### src/rtl/alu_arbiter.sv
// alu_arbiter: round-robin sharing of one 4-function ALU between two requesters.
// One op in flight: IDLE grants a request, EXEC drives the ALU for an
// op-dependent number of cycles, RESP holds the tagged result until consumed.
module alu_arbiter #(
    parameter int WIDTH    = 8,
    parameter int BASE_LAT = 1,
    parameter int MUL_LAT  = 3
) (
    input  logic               clk,
    input  logic               reset,
    input  logic               req0_valid,
    output logic               req0_ready,
    input  logic [1:0]         req0_op,
    input  logic [WIDTH-1:0]   req0_a,
    input  logic [WIDTH-1:0]   req0_b,
    input  logic               req1_valid,
    output logic               req1_ready,
    input  logic [1:0]         req1_op,
    input  logic [WIDTH-1:0]   req1_a,
    input  logic [WIDTH-1:0]   req1_b,
    output logic [3:0]         alu_control,
    output logic [WIDTH-1:0]   alu_a,
    output logic [WIDTH-1:0]   alu_b,
    input  logic [2*WIDTH-1:0] alu_result,
    output logic               rsp_valid,
    input  logic               rsp_ready,
    output logic               rsp_id,
    output logic [2*WIDTH-1:0] rsp_data
);

    typedef enum logic [1:0] {IDLE, EXEC, RESP} state_t;

    localparam int MAXL = (MUL_LAT > BASE_LAT) ? MUL_LAT : BASE_LAT;
    localparam int CW   = $clog2(MAXL + 1);
    localparam logic [1:0] OP_MUL = 2'd2;

    state_t            state;
    logic              ptr;      // requester favoured when both are valid
    logic [CW-1:0]     cnt;      // EXEC cycles remaining, including the current one
    logic              id_q;
    logic              grant1;
    logic              accept;
    logic [1:0]        op_sel;
    logic [WIDTH-1:0]  a_sel;
    logic [WIDTH-1:0]  b_sel;

    // Grant selection and payload mux; ready only for the winner, only in IDLE
    always_comb begin
        grant1     = req1_valid && (!req0_valid || ptr);
        req0_ready = (state == IDLE) && !reset && req0_valid && !grant1;
        req1_ready = (state == IDLE) && !reset && grant1;
        accept     = req0_ready || req1_ready;
        op_sel     = grant1 ? req1_op : req0_op;
        a_sel      = grant1 ? req1_a  : req0_a;
        b_sel      = grant1 ? req1_b  : req0_b;
    end

    // Sequencer: latch on accept, count down EXEC, hold the response until taken
    always_ff @(posedge clk or posedge reset) begin
        if (reset) begin
            state       <= IDLE;
            ptr         <= 1'b0;
            cnt         <= '0;
            id_q        <= 1'b0;
            alu_control <= 4'b0000;
            alu_a       <= '0;
            alu_b       <= '0;
            rsp_valid   <= 1'b0;
            rsp_id      <= 1'b0;
            rsp_data    <= '0;
        end else begin
            case (state)
                IDLE: begin
                    if (accept) begin
                        id_q        <= grant1;
                        alu_a       <= a_sel;
                        alu_b       <= b_sel;
                        alu_control <= 4'b0001 << op_sel;
                        cnt         <= (op_sel == OP_MUL) ? CW'(MUL_LAT) : CW'(BASE_LAT);
                        state       <= EXEC;
                    end
                end
                EXEC: begin
                    // alu_result is valid at the end of the final EXEC cycle
                    if (cnt == CW'(1)) begin
                        rsp_data    <= alu_result;
                        rsp_id      <= id_q;
                        rsp_valid   <= 1'b1;
                        alu_control <= 4'b0000;
                        state       <= RESP;
                    end
                    cnt <= cnt - 1'b1;
                end
                RESP: begin
                    if (rsp_ready) begin
                        rsp_valid <= 1'b0;
                        ptr       <= ~id_q;
                        state     <= IDLE;
                    end
                end
                default: state <= IDLE;
            endcase
        end
    end

endmodule

### config.mk
export PLATFORM = sky130hd
export DESIGN_NAME = alu_arbiter
export DESIGN_NICKNAME = d
export VERILOG_FILES = /design/src/rtl/alu_arbiter.sv
export SDC_FILE = /design/constraint.sdc
export NUM_CORES = 1
export LEC_CHECK = 0
export CAP_MARGIN = 25
export CORE_MARGIN = 5
export CORE_UTILIZATION = 27
export CTS_CLUSTER_DIAMETER = 150
export DETAILED_ROUTE_END_ITERATION = 16
export PLACE_DENSITY = 0.59
export SLEW_MARGIN = 20
export SYNTH_ARGS = -nofsm -noshare
export SYNTH_HDL_FRONTEND = slang
export SYNTH_SLANG_ARGS = --single-unit
### constraint.sdc
create_clock -name clk -period 2.35 [get_ports clk]
set_input_delay 0.47 -clock clk [delete_from_list [all_inputs] [get_ports clk]]
set_output_delay 0.47 -clock clk [all_outputs]
set_load 0.03 [all_outputs]
==> results of run 1 <==
[per-stage QoR]
| step | area [um^2] | hold slack (ns) | util, % |
|---|---|---|---|
| 3_3_place_gp | 3130 | 0.467 | 43.0 |
| 6_report | 3230 | 0.482 | 44.3 |
| 5_1_grt | 3230 | 0.513 | 44.3 |
| 2_1_floorplan | 2030 | 0.441 | - |
| 3_5_place_dp | 3130 | 0.469 | 43.0 |
| 4_1_cts | 3230 | 0.485 | 44.3 |
[cells by family (layout without fill, tap and decap cells)]
family                     after synthesis  after routing  share of synthesized area [%]
AOI/OAI and AO/OA                       34             34                           9.01
adders and majority gates                1              1                          0.617
buffers and inverters                   13            114                           3.70
DFF                                     44             44                           54.3
muxes                                   35             35                           21.1
and+or+nand+nor                         44             44                           11.2
[layer usage]
metal	up-vias	track usage [%]	part of all wire (%)
li1	792	-	-
met1	751	14.7	46
met2	52	18.4	48
met3	6	2.73	4.4
met4	0	3.56	1.2
met5	-	0	0
[final cells by class]
cell class | instances | area [um^2]
fillers | 722 | 4070
flip-flops and latches | 44 | 1100
repair buffers | 102 | 1040
multi-input cells | 114 | 855
well taps | 99 | 124
clock buffers | 7 | 86.3
inverters | 4 | 15.0
clock inverters | 1 | 7.51
[placed cells by master, fill, tap and decap left out]
master            n
o21ai_1          17
and2b_4           1
a21oi_1           5
o311ai_0          1
nand3_1           4
inv_2             1
nor3_2            1
and4b_1           1
clkdlybuf4s50_1  94
nand2b_1          2
a41oi_1           1
buf_12            3
nand2_2           1
nand2_1          22
mux2i_1          18
nor3_1            1
clkbuf_8          6
nor2b_1           3
clkbuf_1          1
buf_4             5
a22oi_1           1
ha_1              1
nor2_1            5
dfrtp_1          44
nand2_8           1
o21ai_2           1
mux2_2            2
o21ai_0           7
and3_1            1
clkinvlp_4        1
mux2_4           15
inv_1             3
a21o_1            1
nand3b_1          1
[state kept, by name, summed over array words and instances (netlist names)]
register,flops
rsp_id,1
id_q,1
rsp_data,16
alu_control,4
rsp_valid,1
state,2
cnt,2
ptr,1
alu_b,8
alu_a,8
[cells in the mapped netlist (4+ instances only)]
| cell | n |
|---|---|
| o21ai_1 | 18 |
| a21oi_1 | 5 |
| nor2_1 | 5 |
| mux2i_1 | 18 |
| dfrtp_1 | 44 |
| inv_1 | 4 |
| nand3_1 | 4 |
| nand2_1 | 22 |
| mux2_4 | 15 |
| o21ai_0 | 7 |
[worst min path at each step]
stage / cells after the start / to / start / slack, ns
CTS: 1 / cnt[0] / cnt[0] / 0.48
floorplan: 2 / ptr / ptr / 0.44
detailed placement: 2 / ptr / ptr / 0.47
global route: 1 / cnt[0] / cnt[0] / 0.51
global placement: 2 / alu_b[4] / alu_b[4] / 0.47
finish: 2 / ptr / ptr / 0.48
[power groups by stage]
stage               combinational, mW  clock [mW]  sequential, mW
global route                     2.50       0.555            1.40
global placement                 2.36           0            1.34
floorplan                       0.815           0            1.97
detailed placement               2.37           0            1.36
CTS                              2.38       0.517            1.35
finish                           2.34       0.488            1.34
[worst max-delay path, stage by stage]
cell             delay, ns
clkdlybuf4s50_1       0.46
nor3_2                0.20
nand2_1               0.10
a21oi_1               0.22
buf_12                0.16
==> impl_results.md, run 1 <==
- Final Max Slew Viols: 0
- Switching power: 1.67 mW
- Post-DRT Antenna Nets: 0
- Final HPWL DP: 3910 um
- Peak VDD IR: 0.392 mV
- Hold buffers post-CTS: 0
- Post-layout instance count excluding filler cells: 371
- Final nets: 329
- Reg-to-Reg Start: state[0]
- Row count: 31
- Wire per inst: 13.7 um
- H-tree depth: 2
- CTS Buf Count: 5
- Placed cells: 363
- Initial Util: 27.8%
- IO Pins: 97
- Leak: 1.46 nW
- Final worst setup slack: 0.265 ns
- R2R setup slack: 0.64 ns
- Crit. Startpoint: reset
- TNS Setup: 0 ns
- Async set-or-reset flop fraction in the synthesized netlist: 100%
- Layout area overhead: 59.2%
- Number of buffers inserted by port buffering: 96
- Pwr Total: 4.17 mW
- Vias in the first global route: 1706
- Reg2reg path depth: 3
- Synth cell types: 29
- Cell taking the most area after synthesis: dfrtp_1
- Synth top area share: 54.3%
- Fmax: 0.480 GHz
- DRT Pass-1 Iters: 4
- Worst Path Required: 1.88 ns
- Final min period: 2.08 ns
- WS Path Type: in -> out
- Cells after Synth: 171
- Root buf cell: clkbuf_8
- Critical path data arrival time: 1.61 ns
- Initial antenna violation count: 0
- Die Area: 0.00934 mm^2
- Status: complete, no violations
- Syn Area/Cell: 11.9 um^2
- Total of max-cap violations: 0
- CTS Buffer Depth: 2
- Final setup viols: 0
- Slew Limit Headroom: 54.0%
- CP max FO: 3
- GRT Total Usage: 11.3%
- Worst Hold Class: reg -> reg
- ANT cells: 0
- Pwr/cell area: 1290 mW/mm^2
- Clk_lat worst skew: 0.29 ns
- Main synth FF type: dfrtp_1
- First-pass GRT wire length: 8740 um
- Reg-to-Reg End: rsp_data[8]
- CP startpoint kind: input port
- Cell-internal power: 2.49 mW
- Setup bufs post-CTS: 0
- Worst Setup End Kind: output port
- Worst slack, placed: 0.269 ns
- Switch share: 40.2%
- Area contributors post-synth: dfrtp_1 54%, mux2_4 11%, mux2i_1 8.9%
- GRT overflow: 0
- Chip Width: 96.6 um
- CTS tree: built
- Endpoints failing hold: 0
- Number of synthesis warnings: 0
- Die Ht: 96.6 um
- Seq/Total Area, Yosys: 54.3%
- CTS resizes: 0
- Drt drc: 0
- DR vias/cell: 4.32
- Final Skew: 0.00697 ns
- Flop pwr share: 32.2%
- EDFF count, synth: 0
- Clock share of power: 11.7%
- Clk slew on worst S/H paths: 0.08 ns
- Post-Syn Area: 0.00203 mm^2
- Core area: 0.00729 mm^2
- 1st-iter DRT viols: 37
- End of the critical path: req0_ready
- Fin crit share: 88.7%
- Pin count of the biggest net entering global routing: 27
- Post-synthesis register bit count: 44
- Vias: 1601
- Worst Tran Pin Value: 0.688 ns
- Net count after synthesis: 229
- Total clock sinks: 44
- Final WL: 5090 um
- Ratio of cells with drive above 1 in the final layout: 14.0%
- Unrepaired setup endpoints after global routing: false
- Gate power share: 56.1%
- Routability cong.: 0.696
No activity file was read; power rests on OpenSTA's default activity.
==> inputs of run 2 (changes only) <==
--- a/config.mk
+++ b/config.mk
@@ -10,6 +10,7 @@
 export CORE_UTILIZATION = 27
 export CTS_CLUSTER_DIAMETER = 150
 export DETAILED_ROUTE_END_ITERATION = 16
+export MAX_ROUTING_LAYER = met4
 export PLACE_DENSITY = 0.59
 export SLEW_MARGIN = 20
 export SYNTH_ARGS = -nofsm -noshare
==> run 2 against run 1 <==
  * Clock skew barely moved
  * Via count did not move
  * Global-route usage rose by 0.32 points
  * Non-clock buffer count did not move
  * Fmax barely moved
  * Hold slack barely moved
  * Critical path depth did not move
  * Count of clock-buffer cells in the layout did not move
  * Largest power group unchanged
==> impl_results.md, run 2 (same netlist as run 1, synthesis figures left out) <==
- Initial antenna violation count: 0 (unchanged)
- Root buf cell: clkbuf_8 (unchanged)
- Top reg by flops: rsp_data (unchanged)
- 1st-iter DRT viols: 51 (was 37)
- Chip Width: 96.6 um (unchanged)
- Slew Limit Headroom: 54.0% (about the same)
- Total of max-cap violations: 0 (unchanged)
- Most frequent cells in the layout: 94 x clkdlybuf4s50_1, 44 x dfrtp_1, 22 x nand2_1, 18 x mux2i_1, 17 x o21ai_1 (unchanged)
- TNS Setup: 0 ns (unchanged)
- Reg-to-Reg Start: state[0] (unchanged)
- Setup bufs post-CTS: 0 (unchanged)
- Final Max Slew Viols: 0 (unchanged)
- Number of buffers inserted by port buffering: 96 (unchanged)
- CP max FO: 3 (unchanged)
- Hold_sp: ptr (unchanged)
- Final WL: 5090 um (about the same)
- Routability cong.: 0.704 (was 0.696)
- CTS tree: built (unchanged)
- WS Path Type: in -> out (unchanged)
- Row count: 31 (unchanged)
- Initial Util: 27.8% (unchanged)
- Final HPWL DP: 3910 um (unchanged)
- Pwr/cell area: 1290 mW/mm^2 (about the same)
- Die Area: 0.00934 mm^2 (unchanged)
- Leak: 1.46 nW (unchanged)
- Final Skew: 0.00697 ns (about the same)
- Critical path data arrival time: 1.62 ns (was 1.61 ns)
- Drt drc: 0 (unchanged)
- CTS Buf Count: 5 (unchanged)
- GRT overflow: 0 (unchanged)
- Hold buffers post-CTS: 0 (unchanged)
- Filler instances: 722 (unchanged)
- Largest regs: rsp_data: 16 flops, alu_a: 8 flops, alu_b: 8 flops (unchanged)
- Area of the multi-input gates: 855 um^2 (unchanged)
- CTS resizes: 0 (unchanged)
- Crit. Startpoint: reset (unchanged)
- Peak VDD IR: 0.392 mV (about the same)
- Final setup viols: 0 (unchanged)
- Post-DRT Antenna Nets: 0 (unchanged)
- Layout area overhead: 59.2% (unchanged)
- Worst Tran Pin Value: 0.688 ns (about the same)
- Core area: 0.00729 mm^2 (unchanged)
- Pwr Total: 4.17 mW (about the same)
- Pin count of the biggest net entering global routing: 27 (unchanged)
- Unrepaired setup endpoints after global routing: false (unchanged)
- Seq. cell area: 0.00110 mm^2 (unchanged)
- Clk slew on worst S/H paths: 0.08 ns (about the same)
- ANT cells: 0 (unchanged)
- Die Ht: 96.6 um (unchanged)
- GRT Max-Usage Layer: met2 (unchanged)
- Leading cell type in the layout, fill and taps excluded: clkdlybuf4s50_1 (unchanged)
- Endpoints failing hold: 0 (unchanged)
- Ratio of cells with drive above 1 in the final layout: 14.0% (unchanged)
- First-pass GRT wire length: 8740 um (unchanged)
- Worst slack, placed: 0.269 ns (unchanged)
- Final nets: 329 (unchanged)
- Worst Hold Class: reg -> reg (unchanged)
- CTS Buffer Depth: 2 (unchanged)
- Status: complete, no violations (unchanged)
- Met2 usage: 18.4% (unchanged)
- H-tree depth: 2 (unchanged)
- Fmax: 0.480 GHz (about the same)
- Vias in the first global route: 1704 (was 1706)
- IO Pins: 97 (unchanged)
- Fin crit share: 88.7% (about the same)
- Total clock sinks: 44 (unchanged)
- Wire per inst: 13.7 um (about the same)
- Worst Setup End Kind: output port (unchanged)
- Met1 usage: 15.0% (was 14.7%)
- Clk_lat worst skew: 0.29 ns (about the same)
- CP startpoint kind: input port (unchanged)
- Vias: 1601 (unchanged)
- Global-route met3 utilization: 2.23% (was 2.73%)
- DRT Pass-1 Iters: 4 (unchanged)
- Final worst setup slack: 0.265 ns (about the same)
- Worst Path Required: 1.88 ns (about the same)
- DR vias/cell: 4.32 (unchanged)
- GRT Total Usage: 11.6% (was 11.3%)
- Max reg flops: 16 (unchanged)
- Final min period: 2.09 ns (was 2.08 ns)
## run 2: cell type report
type	instances	area share, %
clock buffers	7	2.68
clock inverters	1	0.233
inverters	4	0.465
multi-input cells	114	26.5
flip-flops and latches	44	34.1
well taps	99	3.84
repair buffers	102	32.2
## run 2: metrics by stage
step | area [um^2] | hold slack [ns] | std cells | utilization [%]
detailed placement | 3130 | 0.469 | 363 | 43.0
global route | 3230 | 0.513 | 371 | 44.3
floorplan | 2030 | 0.441 | 171 | -
finish | 3230 | 0.482 | 371 | 44.3
global placement | 3130 | 0.467 | 363 | 43.0
CTS | 3230 | 0.485 | 371 | 44.3
## run 2: worst paths after layout
check                           slack [ns]          end  depth (start not counted)
worst max-delay path                  0.26   req0_ready                          5
worst min-delay path                  0.48          ptr                          2
worst max register to register        0.64  rsp_data[8]                          3
worst min register to register        0.48          ptr                          2
max in group asynchronous             1.24     alu_b[3]                          3
min in group asynchronous             0.60          ptr                          2
## run 2: routing by layer
layer / part of all wire, % / vias to the layer above
met1: 47 / 751
met5: 0 / -
li1: - / 792
met3: 3.5 / 6
met2: 48 / 52
met4: 1.5 / 0
## run 2: where the power goes
| part | leakage (nW) | internal, mW | switching [mW] |
|---|---|---|---|
| Clock | 0.0445 | 0.239 | 0.249 |
| Combinational | 0.886 | 1.13 | 1.21 |
| Sequential | 0.534 | 1.13 | 0.212 |
## run 2: critical path, cell delays in order
cell and delay (ns):
clkdlybuf4s50_1 0.46, nor3_2 0.20, nand2_1 0.10, a21oi_1 0.22, buf_12 0.16
==> inputs of run 3 (changes only) <==
--- a/config.mk
+++ b/config.mk
@@ -12,7 +12,8 @@
 export DETAILED_ROUTE_END_ITERATION = 16
 export MAX_ROUTING_LAYER = met4
 export PLACE_DENSITY = 0.59
-export SLEW_MARGIN = 20
+export REMOVE_ABC_BUFFERS = 1
+export SLEW_MARGIN = 10
 export SYNTH_ARGS = -nofsm -noshare
 export SYNTH_HDL_FRONTEND = slang
 export SYNTH_SLANG_ARGS = --single-unit
==> run 3 against run 2 <==
  * Cell count decreased by 0.54%
  * Clock skew decreased by 0.00076 ns
  * Flip-flop and latch count unchanged
  * Critical path depth unchanged
  * Critical endpoint unchanged
  * Largest power group unchanged
  * Highest routed layer unchanged
==> impl_results.md, run 3 (same netlist as run 1, synthesis figures left out) <==
- CP max FO: 4 (was 3)
- Number of buffers inserted by port buffering: 96 (unchanged)
- Fin crit share: 88.0% (was 88.7%)
- Worst Hold Class: reg -> reg (unchanged)
- Reg-to-Reg Start: state[0] (unchanged)
- Root buf cell: clkbuf_8 (unchanged)
- WHS Path Cells: 2 (unchanged)
- Hold buffers post-CTS: 0 (unchanged)
- Final nets: 327 (was 329)
- Slew Limit Headroom: 53.6% (was 54.0%)
- Met2 wire len: 2430 um (was 2420 um)
- Reg2reg path depth: 3 (unchanged)
- First-pass GRT wire length: 8600 um (was 8740 um)
- Filler instances: 724 (was 722)
- Total of max-cap violations: 0 (unchanged)
- Vias: 1622 (was 1601)
- Max reg flops: 16 (unchanged)
- Fmax: 0.484 GHz (was 0.480 GHz)
- Pwr Total: 4.25 mW (was 4.17 mW)
- Routability cong.: 0.748 (was 0.704)
- DR vias/cell: 4.40 (was 4.32)
- Initial antenna violation count: 0 (unchanged)
- Leading cell type in the layout, fill and taps excluded: clkdlybuf4s50_1 (unchanged)
- Clk_lat worst skew: 0.29 ns (about the same)
- R2R setup slack: 0.62 ns (was 0.64 ns)
- Row count: 31 (unchanged)
- Post-DRT Antenna Nets: 0 (unchanged)
- Reg-to-Reg End: rsp_data[8] (unchanged)
- 1st-iter DRT viols: 26 (was 51)
- Worst Path Required: 1.88 ns (about the same)
- Hold_sp: ptr (unchanged)
- Routed length on met1: 2410 um (about the same)
- Unrepaired setup endpoints after global routing: false (unchanged)
- CTS resizes: 0 (unchanged)
- Peak VDD IR: 0.413 mV (was 0.392 mV)
- Largest regs: rsp_data: 16 flops, alu_a: 8 flops, alu_b: 8 flops (unchanged)
- Met3 WL: 256 um (was 179 um)
- Initial Util: 27.8% (unchanged)
- Final HPWL DP: 3830 um (was 3910 um)
- Hold_ws: 0.486 ns (was 0.482 ns)
- Layout area overhead: 58.7% (was 59.2%)
- Final min period: 2.07 ns (was 2.09 ns)
- Final setup viols: 0 (unchanged)
- Status: complete, no violations (unchanged)
- Drt drc: 0 (unchanged)
- Core area: 0.00729 mm^2 (unchanged)
- DRT Pass-1 Iters: 4 (unchanged)
- CTS Buffer Depth: 2 (unchanged)
- Final WL: 5150 um (was 5090 um)
- Worst Tran Pin Value: 0.694 ns (was 0.688 ns)
- ANT cells: 0 (unchanged)
- DR top layer: met4 (unchanged)
- GRT overflow: 0 (unchanged)
- Critical path data arrival time: 1.60 ns (was 1.62 ns)
- CTS tree: built (unchanged)
- GRT Total Usage: 11.7% (was 11.6%)
- Pin count of the biggest net entering global routing: 41 (was 27)
- Chip Width: 96.6 um (unchanged)
- Leak: 1.46 nW (about the same)
- End of the worst hold path: ptr (unchanged)
- IO Pins: 97 (unchanged)
- Die Area: 0.00934 mm^2 (unchanged)
- Clk slew on worst S/H paths: 0.08 ns (about the same)
- Die Ht: 96.6 um (unchanged)
- Seq. cell area: 0.00110 mm^2 (unchanged)
- Worst slack, placed: 0.284 ns (was 0.269 ns)
- Ratio of cells with drive above 1 in the final layout: 13.7% (was 14.0%)
- Final Max Slew Viols: 0 (unchanged)
- Setup bufs post-CTS: 0 (unchanged)
- CP startpoint kind: input port (unchanged)
- Endpoints failing hold: 0 (unchanged)
- WS Path Type: in -> out (unchanged)
- CTS Buf Count: 5 (unchanged)
- Vias in the first global route: 1742 (was 1704)
- Top reg by flops: rsp_data (unchanged)
- Area of the multi-input gates: 855 um^2 (unchanged)
- H-tree depth: 2 (unchanged)
- Final Skew: 0.00621 ns (was 0.00697 ns)
- Final worst setup slack: 0.282 ns (was 0.265 ns)
- Pwr/cell area: 1320 mW/mm^2 (was 1290 mW/mm^2)
- Worst Setup End Kind: output port (unchanged)
- Most frequent cells in the layout: 94 x clkdlybuf4s50_1, 44 x dfrtp_1, 22 x nand2_1, 18 x mux2i_1, 17 x o21ai_1 (unchanged)
- TNS Setup: 0 ns (unchanged)
- Total clock sinks: 44 (unchanged)
- Wire per inst: 14.0 um (was 13.7 um)
[run 3: cell types whose count changed in the layout (fill, tap and decap cells not counted), sizes merged]
cell and change:
buf -2, bufinv +1, clkinv +1, clkbuf -2
[run 3: worst max path at each step]
stage,slack (ns),depth (start not counted),from,endpoint
after floorplan,0.17,2,req0_valid,state[0]
after global placement,0.33,5,reset,req0_ready
after detailed placement,0.28,5,reset,req0_ready
after CTS,0.28,5,reset,req0_ready
after global routing,0.16,5,reset,req0_ready
final,0.28,5,reset,req0_ready
[run 3: area by class of cell]
type / count / share of cell area [%]
Sequential cell: 44 / 34.2
Timing Repair Buffer: 100 / 31.4
Multi-Input combinational cell: 114 / 26.6
Tap cell: 99 / 3.85
Clock buffer: 5 / 2.14
Clock inverter: 3 / 1.32
Inverter: 4 / 0.467
[run 3: through the flow]
step	area, um^2	util (%)	cells
final	3220	44.1	369
after CTS	3220	44.1	369
after global placement	3110	42.6	361
after detailed placement	3110	42.6	361
after global routing	3220	44.1	369
after floorplan	1970	-	162
[run 3: power by group]
group / leakage [nW] / switching [mW] / internal (mW)
combinational: 0.876 / 1.22 / 1.11
sequential: 0.534 / 0.211 / 1.13
clock: 0.0541 / 0.263 / 0.315
total: 1.46 / 1.69 / 2.55
[run 3: critical path, stage by stage]
cell and delay (ns):
clkdlybuf4s50_1 0.46, nor3_2 0.24, nand2_1 0.12, a21oi_1 0.13, buf_4 0.17
[run 3: layer usage]
layer | up-vias | global-route usage [%]
met5 | - | -
met4 | 0 | 3.24
met3 | 8 | 3.02
met2 | 65 | 19.2
met1 | 759 | 14.2
li1 | 790 | -
